$ cat src/rtl/button_conditioner_pkg.sv
// Purpose : shared state encoding and default timing constants for the button conditioner.
// Latency : n/a (declarations only).
// Backpressure: n/a.
package button_conditioner_pkg;

   // Defaults assume a 50 MHz clock: 1 ms debounce, 0.5 s long-press threshold.
   localparam int DEF_N_BUTTONS       = 4;
   localparam int DEF_DEBOUNCE_CYCLES = 50000;
   localparam int DEF_LONG_CYCLES     = 25000000;
   localparam int DEF_CNT_W           = 25;

   typedef enum logic [1:0] {
      BTN_IDLE = 2'd0,
      BTN_HELD = 2'd1,
      BTN_LONG = 2'd2
   } btn_state_t;

endpackage

$ cat src/rtl/button_channel.sv
// Purpose : one button: 2-flop synchroniser, debounce counter and IDLE/HELD/LONG press classifier.
// Latency : raw change sampled at edge 0 shows on pressed after edge DEBOUNCE_CYCLES+1; pulses are registered.
// Backpressure: none; free-running, every event is reported exactly once.
//
// Ports:
//   clk, reset                 clock, asynchronous active-high reset
//   btn_n                      raw button, active-low, asynchronous to clk
//   pressed / long_press       debounced level / long-hold level
//   press_edge / short_release / long_edge   single-cycle registered pulses
module button_channel
   import button_conditioner_pkg::*;
#(
   parameter int DEBOUNCE_CYCLES = DEF_DEBOUNCE_CYCLES,
   parameter int LONG_CYCLES     = DEF_LONG_CYCLES,
   parameter int CNT_W           = DEF_CNT_W
) (
   input  logic clk,
   input  logic reset,
   input  logic btn_n,
   output logic pressed,
   output logic press_edge,
   output logic short_release,
   output logic long_press,
   output logic long_edge
);

   localparam logic [CNT_W-1:0] DEB_LAST  = CNT_W'(DEBOUNCE_CYCLES - 1);
   localparam logic [CNT_W-1:0] HOLD_LAST = CNT_W'(LONG_CYCLES - 1);
   localparam logic [CNT_W-1:0] CNT_ONE   = CNT_W'(1);

   logic [1:0]       sync_q;
   logic             s;
   logic             stable;
   logic [CNT_W-1:0] deb_cnt;
   logic             accept;
   logic             rise;
   logic             fall;

   btn_state_t       state, state_nxt;
   logic [CNT_W-1:0] hold_cnt, hold_nxt;
   logic             press_edge_q, press_edge_nxt;
   logic             short_release_q, short_release_nxt;
   logic             long_edge_q, long_edge_nxt;

   // Synchroniser: raw level is inverted so 1 = held from here on.
   always_ff @(posedge clk or posedge reset) begin
      if (reset) begin
         sync_q <= 2'b00;
      end else begin
         sync_q <= {sync_q[0], ~btn_n};
      end
   end

   assign s = sync_q[1];

   // The classifier reacts to the edge on which stable is about to change so
   // that press_edge and the long_press fall line up with pressed itself.
   always_comb begin
      accept = (s != stable) && (deb_cnt == DEB_LAST);
      rise   = accept && s;
      fall   = accept && !s;
   end

   // Debounce: any cycle where s agrees with stable restarts the count.
   always_ff @(posedge clk or posedge reset) begin
      if (reset) begin
         stable  <= 1'b0;
         deb_cnt <= '0;
      end else if (s == stable) begin
         deb_cnt <= '0;
      end else if (deb_cnt == DEB_LAST) begin
         stable  <= s;
         deb_cnt <= '0;
      end else begin
         deb_cnt <= deb_cnt + CNT_ONE;
      end
   end

   always_ff @(posedge clk or posedge reset) begin
      if (reset) begin
         state           <= BTN_IDLE;
         hold_cnt        <= '0;
         press_edge_q    <= 1'b0;
         short_release_q <= 1'b0;
         long_edge_q     <= 1'b0;
      end else begin
         state           <= state_nxt;
         hold_cnt        <= hold_nxt;
         press_edge_q    <= press_edge_nxt;
         short_release_q <= short_release_nxt;
         long_edge_q     <= long_edge_nxt;
      end
   end

   always_comb begin
      state_nxt         = state;
      hold_nxt          = hold_cnt;
      press_edge_nxt    = 1'b0;
      short_release_nxt = 1'b0;
      long_edge_nxt     = 1'b0;
      case (state)
         BTN_IDLE: begin
            if (rise) begin
               state_nxt      = BTN_HELD;
               press_edge_nxt = 1'b1;
               hold_nxt       = '0;
            end
         end
         BTN_HELD: begin
            // A release on the threshold edge wins, so long_press never
            // outlives pressed.
            if (fall) begin
               state_nxt         = BTN_IDLE;
               short_release_nxt = 1'b1;
            end else if (hold_cnt == HOLD_LAST) begin
               state_nxt     = BTN_LONG;
               long_edge_nxt = 1'b1;
            end else begin
               hold_nxt = hold_cnt + CNT_ONE;
            end
         end
         BTN_LONG: begin
            if (fall) begin
               state_nxt = BTN_IDLE;
            end
         end
         default: begin
            state_nxt = BTN_IDLE;
         end
      endcase
   end

   assign pressed       = stable;
   assign press_edge    = press_edge_q;
   assign short_release = short_release_q;
   assign long_press    = (state == BTN_LONG);
   assign long_edge     = long_edge_q;

endmodule

$ cat src/rtl/button_conditioner.sv
// Purpose : conditions N_BUTTONS raw push-buttons into debounced levels and press/release/long events.
// Latency : DEBOUNCE_CYCLES+2 cycles from raw change to pressed; long_edge LONG_CYCLES after press_edge.
// Backpressure: none; outputs are levels and single-cycle pulses.
//
// Ports:
//   clk, reset       clock, asynchronous active-high reset
//   btn_n            raw buttons, active-low, asynchronous
//   pressed, long_press                      per-button levels
//   press_edge, short_release, long_edge     per-button single-cycle pulses
module button_conditioner
   import button_conditioner_pkg::*;
#(
   parameter int N_BUTTONS       = DEF_N_BUTTONS,
   parameter int DEBOUNCE_CYCLES = DEF_DEBOUNCE_CYCLES,
   parameter int LONG_CYCLES     = DEF_LONG_CYCLES,
   parameter int CNT_W           = DEF_CNT_W
) (
   input  logic                 clk,
   input  logic                 reset,
   input  logic [N_BUTTONS-1:0] btn_n,
   output logic [N_BUTTONS-1:0] pressed,
   output logic [N_BUTTONS-1:0] press_edge,
   output logic [N_BUTTONS-1:0] short_release,
   output logic [N_BUTTONS-1:0] long_press,
   output logic [N_BUTTONS-1:0] long_edge
);

   for (genvar i = 0; i < N_BUTTONS; i++) begin : g_chan
      button_channel #(
         .DEBOUNCE_CYCLES (DEBOUNCE_CYCLES),
         .LONG_CYCLES     (LONG_CYCLES),
         .CNT_W           (CNT_W)
      ) u_chan (
         .clk           (clk),
         .reset         (reset),
         .btn_n         (btn_n[i]),
         .pressed       (pressed[i]),
         .press_edge    (press_edge[i]),
         .short_release (short_release[i]),
         .long_press    (long_press[i]),
         .long_edge     (long_edge[i])
      );
   end

endmodule
$ cat config.mk
export PLATFORM = sky130hd
export DESIGN_NAME = button_conditioner
export DESIGN_NICKNAME = d
export VERILOG_FILES = /design/src/rtl/button_conditioner_pkg.sv /design/src/rtl/button_channel.sv /design/src/rtl/button_conditioner.sv
export SDC_FILE = /design/constraint.sdc
export NUM_CORES = 1
export LEC_CHECK = 0
export BUFFER_PORTS_ARGS = -buffer_cell sky130_fd_sc_hd__buf_2
export CAP_MARGIN = 10
export CORE_AREA = 2 2 163 165
export CTS_BUF_LIST = sky130_fd_sc_hd__clkbuf_8
export CTS_CLUSTER_SIZE = 40
export DETAILED_ROUTE_END_ITERATION = 8
export DIE_AREA = 0 0 165 167
export GPL_TIMING_DRIVEN = 1
export HOLD_SLACK_MARGIN = 0.15
export PLACE_DENSITY_LB_ADDON = 0.2
export SYNTH_ARGS = -nofsm -noshare
export SYNTH_HDL_FRONTEND = slang
export SYNTH_SLANG_ARGS = --single-unit
$ cat constraint.sdc
create_clock -name clk -period 9.9 [get_ports clk]
set_input_delay 1.98 -clock clk [delete_from_list [all_inputs] [get_ports clk]]
set_output_delay 1.98 -clock clk [all_outputs]
set_load 0.05 [all_outputs]
=== Word-level counts from Yosys, hierarchy flattened ===
Index checks and enable logic that the tools add are counted.
Widths: inputs -> output; s select.

* Add/subtract/negate cells: 8
* Eq/ne operators: 44
* Multiplexer cells: 72
* Bitwise logic cells: 8
* Reduce and logical (&&, ||, !) cells: 36

{| class="wikitable"
|+ Operators by type and width
! cell !! number
|-
| $mux 25 || 20
|-
| $add 25x1->25 const B || 8
|-
| $pmux 25 s2 || 4
|-
| $eq 25x16->1 const B || 4
|-
| $eq 25x25->1 const B || 4
|-
| $mux 2 || 16
|-
| $mux 1 || 28
|-
| $ne 2x2->1 const B || 12
|-
| $pmux 2 s3 || 4
|-
| $reduce_and 4->1 || 4
|-
| $logic_and 1x1->1 || 12
|-
| $ne 3x1->1 const B || 4
|-
| $reduce_and 3->1 || 4
|-
| $eq 2x1->1 const B || 4
|-
| $eq 2x2->1 const B || 4
|-
| $logic_not 2->1 || 4
|-
| $ne 2x1->1 const B || 4
|-
| $not 1->1 || 8
|-
| $reduce_and 2->1 || 4
|-
| $reduce_bool 2->1 || 4
|-
| $eq 1x1->1 || 4
|-
| $logic_not 1->1 || 4
|-
| $ne 1x1->1 || 4
|}

* Bits in registers: 232
* Input port bits: 6
* Output and inout bits: 20
* Logic and storage cells: 200

=== Longest topological paths before layout ===
* Depth after elaboration: 5
* Mapped depth: 11
* Mapped depth without buffers: 8

=== Modules after synthesis ===
A second synthesis with hierarchy kept.

* Cell total of the unflattened synthesis: 1,192
* Area, all modules: 11,916.4 um2

{| class="wikitable"
|+ By module, submodules not included
! module !! times used !! cells each !! area an instance (um2) !! sequential area each (um2)
|-
| button_channel (g_chan[0].u_chan ...) || 3 || 296 || 2,980.4 || 1,451.4
|-
| button_channel (g_chan[3].u_chan) || 1 || 304 || 2,975.4 || 1,451.4
|}

=== Least setup slack after synthesis ===
No wires, ideal clock.

* Kind: register to output
* Start: register g_chan[2].u_chan.state[0]
* End: output long_press[2]
* Arrival time: 0.864 ns
* Data required time: 7.920 ns
* Path slack: 7.056 ns
* Cell stages (with the launch flop): 4
* Path through: dfrtp_1 -> clkbuf_1 -> nor2b_1 -> buf_4

* Word-level cells in the longest chain between the ends: 1

{| class="wikitable"
|+ Ends and longest elaborated chain
! what !! line !! text
|-
| start: declaration || button_channel.sv:39 || <nowiki>btn_state_t state, state_nxt;</nowiki>
|-
| start signal: assignment || button_channel.sv:87 || <nowiki>state <= state_nxt;</nowiki>
|-
| $eq 2x2->1 || button_channel.sv:136 || <nowiki>assign long_press = (state == BTN_LONG);</nowiki>
|-
| end: declaration || button_conditioner.sv:24 || <nowiki>output logic [N_BUTTONS-1:0] long_press,</nowiki>
|}

Every way passes these cells.

==> run metrics <==
crit path launch type=input pin; H-tree depth reported by CTS=2; Overall Power=1.85 mW; Fin Setup TNS=0 ps; Async SR Flop Fraction=1.00; fin crit share=0.360; first-pass GRT wire length=42800 µm; maximum VDD drop=0.0875 mV; Die W=165 µm; Fmax=281 MHz; Antenna Nets Post-Route=0; Warnings, synthesis=0; CP endpoint kind=async pin; Util after Layout=0.506; number of vias per cell=5.51; Synth Register Bits=232; clock buffers created by TritonCTS=41; drt drc=0; layout cells sized above 1=0.0842; crit path time final=3560 ps; Slew HR=0.254; Seq/Total Area, Yosys=0.487; Area Growth Syn to Fin=9.37%; Worst-Margin Slew=1120 ps; synthesized area=11900 µm²; GPL Wtd Cong=0.792; synth unique cells=64; Post-synth EDFFs=0; Post-Syn Nets=1310; via count=9239; Buffers on Ports=25; Final Skew=9.53 ps; top_reg_cell synth=dfrtp_1; Final Setup Violations=0; worst min path class=flip-flop to flip-flop; DR pass1 iterations=5; Syn Area/Cell=9.20 µm²; die height=167 µm; Gate Count Post-Synth=1296; num ports=26; CTS clk-pin slew, worst paths=60 ps; RSZ-0062 raised after global routing=no; Leakage=5.68 nW; clock root cell=clkbuf_8; status=finished clean; GR Util All Layers=0.183; Wirelength per Cell=14.5 µm; initial core utilization=0.463; DR iter-0 viols=672; largest net degree at the start of global routing=121; placed cells=1606; Placeable Area=25800 µm²; hold buffer count at CTS=0; crit path DAT=4150 ps; Slew Limit Fails=0; Detailed Route WL=24300 µm; Clock Sinks=232; CTS tree=built; Bufs on Longest Clock Path=3; number of global-route vias before repair=9036; fillers=2413; WS Path Type=input pin to async pin; nets@finish=1328; Pwr per Cell Area=142 nW/µm²; Hold Fails Final Rpt=0; DIE AREA=27600 µm²; hpwl dp=15700 µm; Clk Latency, worst-skew pair=530 ps; total global routing overflow=0; FP Rows=59; # Post-CTS Setup Buffers=0; CP required=10490 ps; Critical Path Fanout Max=120; Layout Cells excl Fill=1677; initial antenna violation count=0; post-cts sizing count=0; total of max-cap violations=0; Worst Hold Slack=353 ps; Inserted Diodes=0
## critical path, stage by stage
cell   delay, ps
buf_2        130
inv_8        560
buf_4        710
buf_4        690
## flip-flops by register name (all words and copies together) (netlist names)
signal / flops
g_chan.u_chan.deb_cnt: 100
g_chan.u_chan.hold_cnt: 100
g_chan.u_chan.long_edge: 4
g_chan.u_chan.press_edge: 4
g_chan.u_chan.pressed: 4
g_chan.u_chan.short_release: 4
g_chan.u_chan.state: 8
g_chan.u_chan.sync_q: 8
## cell usage after synthesis, types with 4 or more instances
master	n	area, µm²
and3_1	41	257
ha_1	8	100
and2_1	15	93.8
nor4bb_1	5	50.1
nor3_1	61	305
nor2_1	155	582
nand2_1	114	428
nor4_1	19	119
or2_2	5	31.3
or4_1	8	60.1
xnor2_1	53	464
o21ai_1	23	115
buf_4	22	165
nand4_1	32	200
nor2b_1	9	56.3
mux2i_1	7	70.1
buf_2	9	45.0
o211ai_1	4	30.0
a21oi_1	40	200
xor2_1	53	464
o41ai_1	5	43.8
clkbuf_1	28	105
nand2b_1	11	68.8
dfrtp_1	232	5810
nor3b_1	4	30.0
o21ai_0	68	340
inv_1	44	165
or3_1	34	213
nor4b_1	18	158
and4_1	18	158
nand3_1	86	430
a21o_1	10	75.1
o31ai_1	13	97.6
## through the flow
step           worst slack (ps)  area [µm²]
2_1_floorplan              1560       11900
3_3_place_gp               5610       12200
3_5_place_dp               5600       12200
4_1_cts                    6170       13000
5_1_grt                    5890       13000
6_report                   6340       13000
## per-layer routing
layer | vias up | GRT usage | part of all wire
met3 | 41 | 0.0334 | 0.039
met2 | 136 | 0.283 | 0.45
li1 | 4613 | - | -
met1 | 4449 | 0.265 | 0.49
met4 | 0 | 0.0454 | 0.017
met5 | - | 0 | 0
## cell usage in the layout, fill, tap and decap left out, types with 13 or more instances in the layout
| master | netlist | routed |
|---|---|---|
| clkbuf_8 | 0 | 53 |
| nor4b_1 | 18 | 17 |
| nand3_1 | 86 | 86 |
| nand2_1 | 114 | 114 |
| and2_1 | 15 | 15 |
| xor2_1 | 53 | 53 |
| a21oi_1 | 40 | 40 |
| inv_1 | 44 | 56 |
| and4_1 | 18 | 18 |
| buf_2 | 9 | 25 |
| nor3_1 | 61 | 61 |
| nor4_1 | 19 | 19 |
| o21ai_0 | 68 | 68 |
| o21ai_1 | 23 | 23 |
| dfrtp_1 | 232 | 232 |
| and3_1 | 41 | 41 |
| nor2_1 | 155 | 155 |
| or3_1 | 34 | 34 |
| nand4_1 | 32 | 32 |
| o31ai_1 | 13 | 13 |
| xnor2_1 | 53 | 53 |
## final timing paths
kind	from	end	slack, ps	cells after the start
max	reset	g_chan[2].u_chan.deb_cnt[10]$_DFF_PP0_	6340	4
min	g_chan[3].u_chan.sync_q[0]$_DFF_PP0_	g_chan[3].u_chan.sync_q[1]$_DFF_PP0_	350	0
max reg2reg	g_chan[0].u_chan.deb_cnt[7]$_DFF_PP0_	g_chan[0].u_chan.hold_cnt[5]$_DFFE_PP0P_	6580	6
min reg2reg	g_chan[3].u_chan.sync_q[0]$_DFF_PP0_	g_chan[3].u_chan.sync_q[1]$_DFF_PP0_	350	0
max in group clk	g_chan[2].u_chan.state[0]$_DFFE_PP0P_	long_press[2]	6430	2
min in group asynchronous	reset	g_chan[0].u_chan.hold_cnt[16]$_DFFE_PP0P_	1630	2
## logic make-up after synthesis
| kind of cell | after synthesis | share of synthesized area |
|---|---|---|
| AOI/OAI and AO/OA | 188 | 0.0948 |
| xor gates and xnor gates | 106 | 0.0779 |
| adders and majority gates | 8 | 0.00840 |
| buffers and inverters | 105 | 0.0422 |
| DFF | 232 | 0.487 |
| muxes | 10 | 0.00871 |
| and+or+nand+nor | 647 | 0.281 |
## power breakdown
group / switching [mW] / internal, mW
Combinational: 0.0277 / 0.00601
Clock: 0.381 / 0.477
Sequential: 0.00517 / 0.955
Total: 0.414 / 1.44
## area by class of cell
class,instances,area (µm²),share of cell area
Multi-Input combinational cell,959,5620,0.431
Sequential cell,232,5810,0.445
Clock buffer,53,729,0.0560
Clock inverter,18,78.8,0.00605
Timing Repair Buffer,36,208,0.0159
Tap cell,335,419,0.0322
Inverter,44,173,0.0132
No activity file was read; power rests on OpenSTA's default activity.
